## config.mk

```make
export PLATFORM = sky130hd
export DESIGN_NAME = perceptron_train_sequencer
export DESIGN_NICKNAME = d
export VERILOG_FILES = /design/src/rtl/fixed_point.sv /design/src/rtl/perceptron_train_sequencer_pkg.sv /design/src/rtl/perceptron_train_sequencer_match_counter.sv /design/src/rtl/perceptron_train_sequencer.sv
export SDC_FILE = /design/constraint.sdc
export NUM_CORES = 1
export LEC_CHECK = 0
export CAP_MARGIN = 10
export CELL_PAD_IN_SITES_DETAIL_PLACEMENT = 0
export CELL_PAD_IN_SITES_GLOBAL_PLACEMENT = 2
export CORE_MARGIN = 3
export CORE_UTILIZATION = 26
export DETAILED_ROUTE_END_ITERATION = 8
export GPL_ROUTABILITY_DRIVEN = 1
export PLACE_DENSITY_LB_ADDON = 0.1
export SLEW_MARGIN = 10
export SYNTH_ARGS = -nofsm -noshare
export SYNTH_HDL_FRONTEND = slang
export SYNTH_SLANG_ARGS = --single-unit
```

## constraint.sdc

```tcl
create_clock -name clk -period 2.9 [get_ports clk]
set_input_delay 0.29 -clock clk [delete_from_list [all_inputs] [get_ports clk]]
set_output_delay 0.29 -clock clk [all_outputs]
set_load 0.01 [all_outputs]
```

## src/rtl/fixed_point.sv

```systemverilog
// FixedPoint: signed Q8.8 fixed-point type shared by the perceptron datapath
// and its controllers. ONE is the Q8.8 encoding of 1.0.
package FixedPoint;

    typedef logic signed [15:0] sfp;

    localparam sfp ONE = 16'sh0100;

endpackage

```

## src/rtl/perceptron_train_sequencer_pkg.sv

```systemverilog
// TrainSeqPkg: state encoding and shared widths for perceptron_train_sequencer.
package TrainSeqPkg;

    typedef enum logic [2:0] {
        IDLE,
        TRAIN,
        EVAL,
        TEST,
        DONE
    } train_state_t;

    localparam int EPOCH_W = 8;

endpackage

```

## src/rtl/perceptron_train_sequencer_match_counter.sv

```systemverilog
// match_counter: counts cycles where enable and match are both high.
// Clear has priority over counting; the count sticks at all-ones instead of
// wrapping back to zero.
module match_counter #(
    parameter int W = 4
) (
    input  logic         clk,
    input  logic         rst,
    input  logic         clear,
    input  logic         enable,
    input  logic         match,
    output logic [W-1:0] count
);

    // Saturating count register with synchronous reset and clear.
    always_ff @(posedge clk) begin
        if (rst || clear) begin
            count <= '0;
        end else if (enable && match && (count != {W{1'b1}})) begin
            count <= count + W'(1);
        end
    end

endmodule

```

## src/rtl/perceptron_train_sequencer.sv

```systemverilog
// perceptron_train_sequencer: drives a perceptron and its example ROM through
// train / evaluate epochs, stops early once an epoch evaluates fully correct
// (or the epoch limit is hit), then scores the test examples.
// Optional feature macro: PERCEPTRON_LR_DECAY_EN halves the learning rate on
// every return from EVAL to TRAIN, flooring at one LSB.
module perceptron_train_sequencer
    import FixedPoint::*;
    import TrainSeqPkg::*;
#(
    parameter int NUM_TRAIN  = 4,
    parameter int NUM_TEST   = 4,
    parameter int MAX_EPOCHS = 10,
    parameter int IDX_W      = $clog2(NUM_TRAIN + NUM_TEST)
) (
    input  logic               clk,
    input  logic               rst,
    input  logic               start,
    input  sfp                 lr_init,
    input  sfp                 prediction,
    input  sfp                 expected,
    output logic [IDX_W-1:0]   example,
    output logic               training,
    output sfp                 learning_rate,
    output logic               busy,
    output logic               done,
    output logic [EPOCH_W-1:0] epoch,
    output logic               converged,
    output logic [IDX_W:0]     test_correct
);

    localparam logic [IDX_W-1:0]   LAST_TRAIN = IDX_W'(NUM_TRAIN - 1);
    localparam logic [IDX_W-1:0]   FIRST_TEST = IDX_W'(NUM_TRAIN);
    localparam logic [IDX_W-1:0]   LAST_TEST  = IDX_W'(NUM_TRAIN + NUM_TEST - 1);
    localparam logic [IDX_W:0]     EVAL_ALMOST = (IDX_W+1)'(NUM_TRAIN - 1);
    localparam logic [EPOCH_W-1:0] LAST_EPOCH = EPOCH_W'(MAX_EPOCHS - 1);

    train_state_t       state, state_next;
    logic [IDX_W-1:0]   example_next;
    logic [EPOCH_W-1:0] epoch_next;
    logic               converged_next;
    sfp                 lr_next;
    logic               match;
    logic               eval_clear, eval_en;
    logic               test_clear, test_en;
    logic [IDX_W:0]     eval_count;

    assign match = (prediction == expected);

    match_counter #(.W(IDX_W + 1)) u_eval_counter (
        .clk    (clk),
        .rst    (rst),
        .clear  (eval_clear),
        .enable (eval_en),
        .match  (match),
        .count  (eval_count)
    );

    match_counter #(.W(IDX_W + 1)) u_test_counter (
        .clk    (clk),
        .rst    (rst),
        .clear  (test_clear),
        .enable (test_en),
        .match  (match),
        .count  (test_correct)
    );

    // State and run registers; reset aborts any run and discards its results.
    always_ff @(posedge clk) begin
        if (rst) begin
            state         <= IDLE;
            example       <= '0;
            epoch         <= '0;
            converged     <= 1'b0;
            learning_rate <= '0;
        end else begin
            state         <= state_next;
            example       <= example_next;
            epoch         <= epoch_next;
            converged     <= converged_next;
            learning_rate <= lr_next;
        end
    end

    // Next-state and control decode; the final EVAL sample is folded into the
    // convergence decision because the counter only sees it on the next edge.
    always_comb begin
        state_next     = state;
        example_next   = example;
        epoch_next     = epoch;
        converged_next = converged;
        lr_next        = learning_rate;
        eval_clear     = 1'b0;
        eval_en        = 1'b0;
        test_clear     = 1'b0;
        test_en        = 1'b0;
        training       = 1'b0;
        busy           = 1'b0;
        done           = 1'b0;

        case (state)
            IDLE, DONE: begin
                done = (state == DONE);
                if (start) begin
                    state_next     = TRAIN;
                    example_next   = '0;
                    epoch_next     = '0;
                    converged_next = 1'b0;
                    lr_next        = lr_init;
                    eval_clear     = 1'b1;
                    test_clear     = 1'b1;
                end
            end
            TRAIN: begin
                busy       = 1'b1;
                training   = 1'b1;
                eval_clear = 1'b1;
                if (example == LAST_TRAIN) begin
                    state_next   = EVAL;
                    example_next = '0;
                end else begin
                    example_next = example + IDX_W'(1);
                end
            end
            EVAL: begin
                busy    = 1'b1;
                eval_en = 1'b1;
                if (example == LAST_TRAIN) begin
                    if ((eval_count == EVAL_ALMOST) && match) begin
                        converged_next = 1'b1;
                        state_next     = TEST;
                        example_next   = FIRST_TEST;
                    end else if (epoch == LAST_EPOCH) begin
                        state_next   = TEST;
                        example_next = FIRST_TEST;
                    end else begin
                        state_next   = TRAIN;
                        example_next = '0;
                        epoch_next   = epoch + EPOCH_W'(1);
`ifdef PERCEPTRON_LR_DECAY_EN
                        if (learning_rate != sfp'(1)) begin
                            lr_next = learning_rate >>> 1;
                        end
`else
                        lr_next = learning_rate;
`endif
                    end
                end else begin
                    example_next = example + IDX_W'(1);
                end
            end
            TEST: begin
                busy    = 1'b1;
                test_en = 1'b1;
                if (example == LAST_TEST) begin
                    state_next = DONE;
                end else begin
                    example_next = example + IDX_W'(1);
                end
            end
            default: begin
                state_next = IDLE;
            end
        endcase
    end

endmodule

```

==> impl_results.md, run 1 <==
* Asr flop ratio synth at 0%
* WHS at 0.4569 ns
* Vias/cell at 4.857
* Starting Density at 27.08%
* Reg clk slew, reported paths at 0.08 ns
* Reg2Reg Depth at 6
* Top Ports at 86
* Largest family of logic cells by synthesized area: simple AND/OR/NAND/NOR gates
* Adder-cell share of the synthesized area at 4.454%
* Fin area at 3307 sq um
* Number of flops mapped to enable cells by yosys at 0
* Most common cell after layout, fill and taps aside: clkdlybuf4s50_1
* Critical path endpoint category: output pin
* Worst endpoint data arrival time at 1.83 ns
* Critical path launch point type: register
* Clock Latency Late Sink at 0.30 ns
* Fillers at between 800 and 900
* Share of post-route cells with drive strength above 1 at 6.739%
* Ys flop type: dfxtp_1
* CP max stage cell: clkdlybuf4s50_1
* Setup-failing EPs final at 0
* CTS H-tree lvls at 2
* Detailed Place HPWL at 4871 um
* Drt wl/cell at roughly 14 um
* Buf/Inv on CP at 2
* Placed Cells at 468
* Fmax at 471.3 MHz
* Simple-gate portion of the synthesized area at 31.01%
* Die Wd at 98.97 um
* Final Hold Fails at 0
* Max incr delay on CP at 0.56 ns
* Max-slew violation count at 0
* Antenna violations before repair at 0
* Vias at between 2000 and 2500
* Max_cap viols at 0
* Detailed-router iteration count before antenna repair at 4
* Hold WC Path Type: reg2reg
* Worst Path Max Fanout at 11
* Number of global-route vias before repair at roughly 2200
* Flop2flop setup slack at 0.80 ns
* Setup bufs post-CTS at 0
* Final Critical Period at 2.122 ns
* Rows at 33
* HP Start: learning_rate[13]
* Compound-Gate Fraction of Synth Area at between 10% and 20%
* WL final at ~6600 um
* Slew @ Worst Pin at 0.6595 ns
* Clock Tree Buf Depth at 2
* Post-Syn Instances at 287
* Worst hold path depth at 2
* Top Family by Delay on Critical Path: buffers and inverters
* CP Data Required Time at 2.61 ns
* ANT cells at 0
* Critical path type: reg2out
* Worst r2r dst: epoch[1]
* Seq/Total Area, Yosys at 34.74%
* Pwr per Cell Area at 352.6 nW/um^2
* Yosys cell types at 52
* Post-layout util at 39.85%
* Status: finished, final reports clean
* Cts hold-fix bufs at 0
* Setup Skew at roughly 0.013 ns
* Routability congestion estimate at 0.7375
* RSZ-0062 raised after global routing: false
* Total track usage at 13.57%
* Synthesized cell area at 2247 sq um
* Die area at 9794 sq um
* CTS buffer count at 5
* CP Cell Sequence: buf_4 -> nor2_1 -> nor2_1 -> clkdlybuf4s50_1
* Synthesis Warnings at 0
* Area Growth Syn to Fin at 47.16%
* Largest net degree at the start of global routing at 26
* Total grt overflow at 0
* Post-Place Cell Area at 3214 sq um
* First-pass GRT wire length at 10870 um
* CP dominant cell by count: nor2_1
* Clock sink total at 39
* NumNets Final at 429
* Initial DRC count at 71
* Syn_area_per_cell at 7.830 sq um
* VDD IR-drop max at 0.2079 mV
* DRC viols at 0
* Xor/xnor cell area share of the yosys netlist at 6.236%
* Port bufs at 85
* Fin cells at 476
* Hold EP: learning_rate[13]
* Setup TNS at 0 ns
* Placeable core area at 8299 sq um
* Die H at ~99 um
* Most frequent cells in the layout: clkdlybuf4s50_1 (85), nand2_1 (49), dfxtp_1 (39)
* Post-CTS Resized at 0
* Register bit count reported by yosys at 39
* Relative slew slack at between 50 and 60%
* Period utilization at between 70% and 80%
* Syn_nets at 346
* Mux cell area share after synthesis at 2.283%
* Lkg Pwr at 0.001195 uW
* Root Buffer: clkbuf_8
* CTS tree: built
* DRT antenna net count at 0
* Reg2reg start: example[0]
-- cells in the mapped netlist, types with 2 or more instances --
| cell | count | area, sq um |
|---|---|---|
| nand2_1 | 49 | 183.9 |
| dfxtp_1 | 39 | 780.8 |
| a21oi_1 | 26 | 130.1 |
| nor2_1 | 22 | 82.58 |
| nand3_1 | 16 | 80.08 |
| xor2_1 | 16 | 140.1 |
| clkbuf_1 | 12 | 45.04 |
| nor4_1 | 9 | 56.30 |
| o21ai_0 | 9 | 45.04 |
| ha_1 | 8 | 100.1 |
| a31oi_1 | 7 | 43.79 |
| inv_1 | 7 | 26.28 |
| nand4_1 | 7 | 43.79 |
| mux2i_1 | 4 | 40.04 |
| and2_1 | 3 | 18.77 |
| buf_2 | 3 | 15.01 |
| nand2b_1 | 3 | 18.77 |
| nor3b_1 | 3 | 22.52 |
| or4_1 | 3 | 22.52 |
| a31o_2 | 2 | 17.52 |
| a41oi_1 | 2 | 17.52 |
| and3_1 | 2 | 12.51 |
| and4_1 | 2 | 17.52 |
| and4b_1 | 2 | 20.02 |
| nor2b_1 | 2 | 12.51 |
| nor3b_2 | 2 | 25.02 |
| or2_2 | 2 | 12.51 |
-- cells by family after synthesis --
kind of cell / count (synthesis)
DFF: 39
adders and majority gates: 8
buffers and inverters: 24
muxes: 5
AOI/OAI and AO/OA: 60
and+or+nand+nor: 135
xor gates and xnor gates: 16
-- report_power, final --
part | total [uW] | switching [uW] | internal (uW)
Combinational | 209 | 88.5 | 121
Clock | 392 | 220 | 172
Sequential | 564 | 12.1 | 552
-- cell type report --
| class | instances | area [sq um] | area share (%) |
|---|---|---|---|
| clock inverters | 3 | 23.77 | 0.7189 |
| flip-flops and latches | 39 | 780.7 | 23.61 |
| well taps | 105 | 131.4 | 3.973 |
| inverters | 7 | 26.28 | 0.7946 |
| clock buffers | 5 | 68.82 | 2.081 |
| repair buffers | 93 | 910.9 | 27.54 |
| multi-input cells | 224 | 1365 | 41.28 |
-- worst max-delay path by stage --
stage	depth (start not counted)	to	slack, ns	start
3_3_place_gp	7	u_test_counter.count[3]	0.64	expected[12]
6_report	4	busy	0.78	state[1]
5_1_grt	6	epoch[1]	0.60	example[0]
3_5_place_dp	7	u_test_counter.count[3]	0.63	expected[12]
4_1_cts	4	busy	0.75	state[1]
2_1_floorplan	6	epoch[1]	1.00	example[0]
-- stage by stage --
stage	total power [uW]	setup WS, ns
finish	1166	0.7780
global route	1230	0.6035
CTS	1192	0.7468
detailed placement	789.9	0.6307
global placement	788.7	0.6374
floorplan	659.6	1.005
-- per-layer routing --
metal / vias to the layer above / wire [um] / global-route usage, %
met1: 1055 / 3152 / 17.60
met3: 6 / 396 / 3.539
met5: - / 0 / 0
met4: 0 / 74 / 3.782
li1: 1197 / - / -
met2: 54 / 2984 / 22.21
-- sequential cells by signal, summed over array words and instances (netlist names) --
signal                cells
converged                 1
epoch                     8
u_test_counter.count      4
state                     3
example                   3
u_eval_counter.count      4
learning_rate            16
-- tightest hold or removal path, delay by kind of cell (launching register included) --
kind	cells	cell delay [ns]
AO/OA/AOI/OAI	1	0.05
flip-flops	1	0.32
AND/OR/NAND/NOR	1	0.05
(Power assumes the default switching activity.)
==> run 2, diff against run 1 <==
--- a/config.mk
+++ b/config.mk
@@ -9,7 +9,7 @@
 export CELL_PAD_IN_SITES_DETAIL_PLACEMENT = 0
 export CELL_PAD_IN_SITES_GLOBAL_PLACEMENT = 2
 export CORE_MARGIN = 3
-export CORE_UTILIZATION = 26
+export CORE_UTILIZATION = 24
 export DETAILED_ROUTE_END_ITERATION = 8
 export GPL_ROUTABILITY_DRIVEN = 1
 export PLACE_DENSITY_LB_ADDON = 0.1
==> constraint.sdc (replaced) <==
create_clock -name clk -period 2.1 [get_ports clk]
set_input_delay 0.21 -clock clk [delete_from_list [all_inputs] [get_ports clk]]
set_output_delay 0.21 -clock clk [all_outputs]
set_load 0.01 [all_outputs]
==> impl_results.md, run 2 (synthesis gave the netlist of run 1 again) <==
* CP Data Required Time at 2.29 ns
* Vias/cell at between 4 and 5
* HP Start: lr_init[13]
* Fillers at 917
* Worst hold path depth at 3
* Lkg Pwr at 0.001308 uW
* Final Critical Period at 1.939 ns
* DRC viols at 0
* Most common cell after layout, fill and taps aside: clkdlybuf4s50_1
* Routability congestion estimate at 0.7574
* Placeable core area at 8891 sq um
* Worst endpoint data arrival time at 2.13 ns
* Area Growth Syn to Fin at 55.18%
* Fmax at 515.8 MHz
* CTS H-tree lvls at 2
* Drt wl/cell at 13.57 um
* RSZ-0062 raised after global routing: false
* CP max stage cell: dfxtp_1
* Critical path launch point type: register
* Die H at 102.8 um
* Max_cap viols at 0
* Antenna violations before repair at 0
* Clock sink total at 39
* Net Sw Power at 432.9 uW
* Reg2Reg Depth at 6
* Port bufs at 85
* Die Wd at 102.8 um
* Total track usage at 13.20%
* Starting Density at 25.27%
* Post-layout util at between 30% and 40%
* Status: finished, final reports clean
* Share of post-route cells with drive strength above 1 at around 12%
* Slew @ Worst Pin at about 0.6 ns
* Die area at 10560 sq um
* Clock Latency Late Sink at 0.29 ns
* Root Buffer: clkbuf_8
* Vias at 2377
* Worst r2r dst: epoch[1]
* Hold WC Path Type: in2reg
* Seq pwr share at between 40 and 50%
* Placed Cells at 489
* Reg2reg start: example[1]
* Max FFs per register at 16
* Storage element area at 780.7 sq um
* WHS at roughly 0.45 ns
* Max-slew violation count at 0
* Hold EP: learning_rate[13]
* Relative slew slack at 60.64%
* Largest register by flop count: learning_rate
* Area of the multi-input gates at 1374 sq um
* Flop2flop setup slack at 0.16 ns
* Critical path endpoint category: register
* Setup-failing EPs final at 0
* Period utilization at 92.31%
* Most frequent cells in the layout: clkdlybuf4s50_1 (85), nand2_1 (49), dfxtp_1 (39)
* WL final at between 6000 and 7000 um
* Top Ports at 86
* CTS buffer count at 5
* Detailed-router iteration count before antenna repair at 4
* Net Sw Frac at 24.99%
* Total grt overflow at 0
* Top flop regs: learning_rate x16, epoch x8
* Pwr per Cell Area at 496.7 nW/um^2
* Final Hold Fails at 0
* Number of global-route vias before repair at between 2000 and 2500
* Logic pwr share at 18.0%
* Fin cells at 497
* NumNets Final at 447
* DRT antenna net count at 0
* Initial DRC count at 66
* Detailed Place HPWL at approximately 5200 um
* Cell internal pwr at 1299 uW
* Post-Place Cell Area at 3366 sq um
* Setup Skew at 0.009832 ns
* Critical path type: reg2reg
* Largest net degree at the start of global routing at 21
* ANT cells at 0
* VDD IR-drop max at around 0.26 mV
* CP Cell Sequence: ha_1 -> ha_2 -> inv_1 -> a311o_1 -> a21oi_1 -> mux2_2
* Fin area at ~3500 sq um
* Clock share of power at 37.2%
* First-pass GRT wire length at roughly 11000 um
* Reg clk slew, reported paths at approximately 0.080 ns
* Rows at 34
* Clock Tree Buf Depth at 2
* Max incr delay on CP at between 0.3 and 0.4 ns
* Worst Path Max Fanout at 6
* CTS tree: built
[run 2: critical path, delay by kind of cell (launching register included)]
family | cells | cell delay, ns
AO/OA/AOI/OAI | 2 | 0.54
adder cells (fa/ha/maj) | 2 | 0.48
flip-flops | 1 | 0.36
multiplexers | 1 | 0.36
buffers and inverters | 1 | 0.09
[run 2: power by group through the flow]
stage	Clock, uW	Combinational, uW	Sequential, uW
floorplan	0	108	803
global placement	0	317	792
detailed placement	0	318	792
CTS	677	319	775
global route	695	345	778
finish	645	313	774
[run 2: worst max-delay path by stage]
| stage | from | endpoint | slack, ns | depth (start not counted) |
|---|---|---|---|---|
| after floorplan | example[0] | epoch[1] | 0.20 | 6 |
| after global placement | expected[12] | u_test_counter.count[3] | -0.05 | 7 |
| after detailed placement | expected[12] | u_test_counter.count[2] | -0.06 | 8 |
| after CTS | example[1] | epoch[1] | 0.07 | 6 |
| after global routing | example[1] | epoch[1] | 0.04 | 6 |
| final | example[1] | epoch[1] | 0.16 | 6 |
[run 2: timing repair]
action,CTS,global route
hold endpoints to repair,0,0
resized for setup,0,2
endpoints found under the setup margin,0,2
buffers inserted,0,0
hold buffers,0,0
[run 2: layout make-up]
cell class,count,area share [%]
clock buffer,5,1.973
inverter,7,0.7535
sequential,39,22.39
timing repair buffer,111,30.36
multi-input combinational,224,39.40
tap,108,3.875
clock inverter,3,1.256
[run 2: per-stage QoR]
stage          setup WS (ns)  setup TNS (ns)  power (uW)
2_1_floorplan         0.2048               0       910.8
5_1_grt              0.04351               0        1818
4_1_cts              0.06744               0        1770
3_3_place_gp        -0.04650         -0.1688        1109
3_5_place_dp        -0.05948         -0.1855        1110
6_report              0.1614               0        1732
[run 2: metal layers]
metal,vias up,part of all wire (%),GRT usage (%)
li1,1226,-,-
met1,1087,47,17.37
met2,58,47,21.50
met3,6,5.2,3.180
met4,0,1.3,3.884
met5,-,0,0
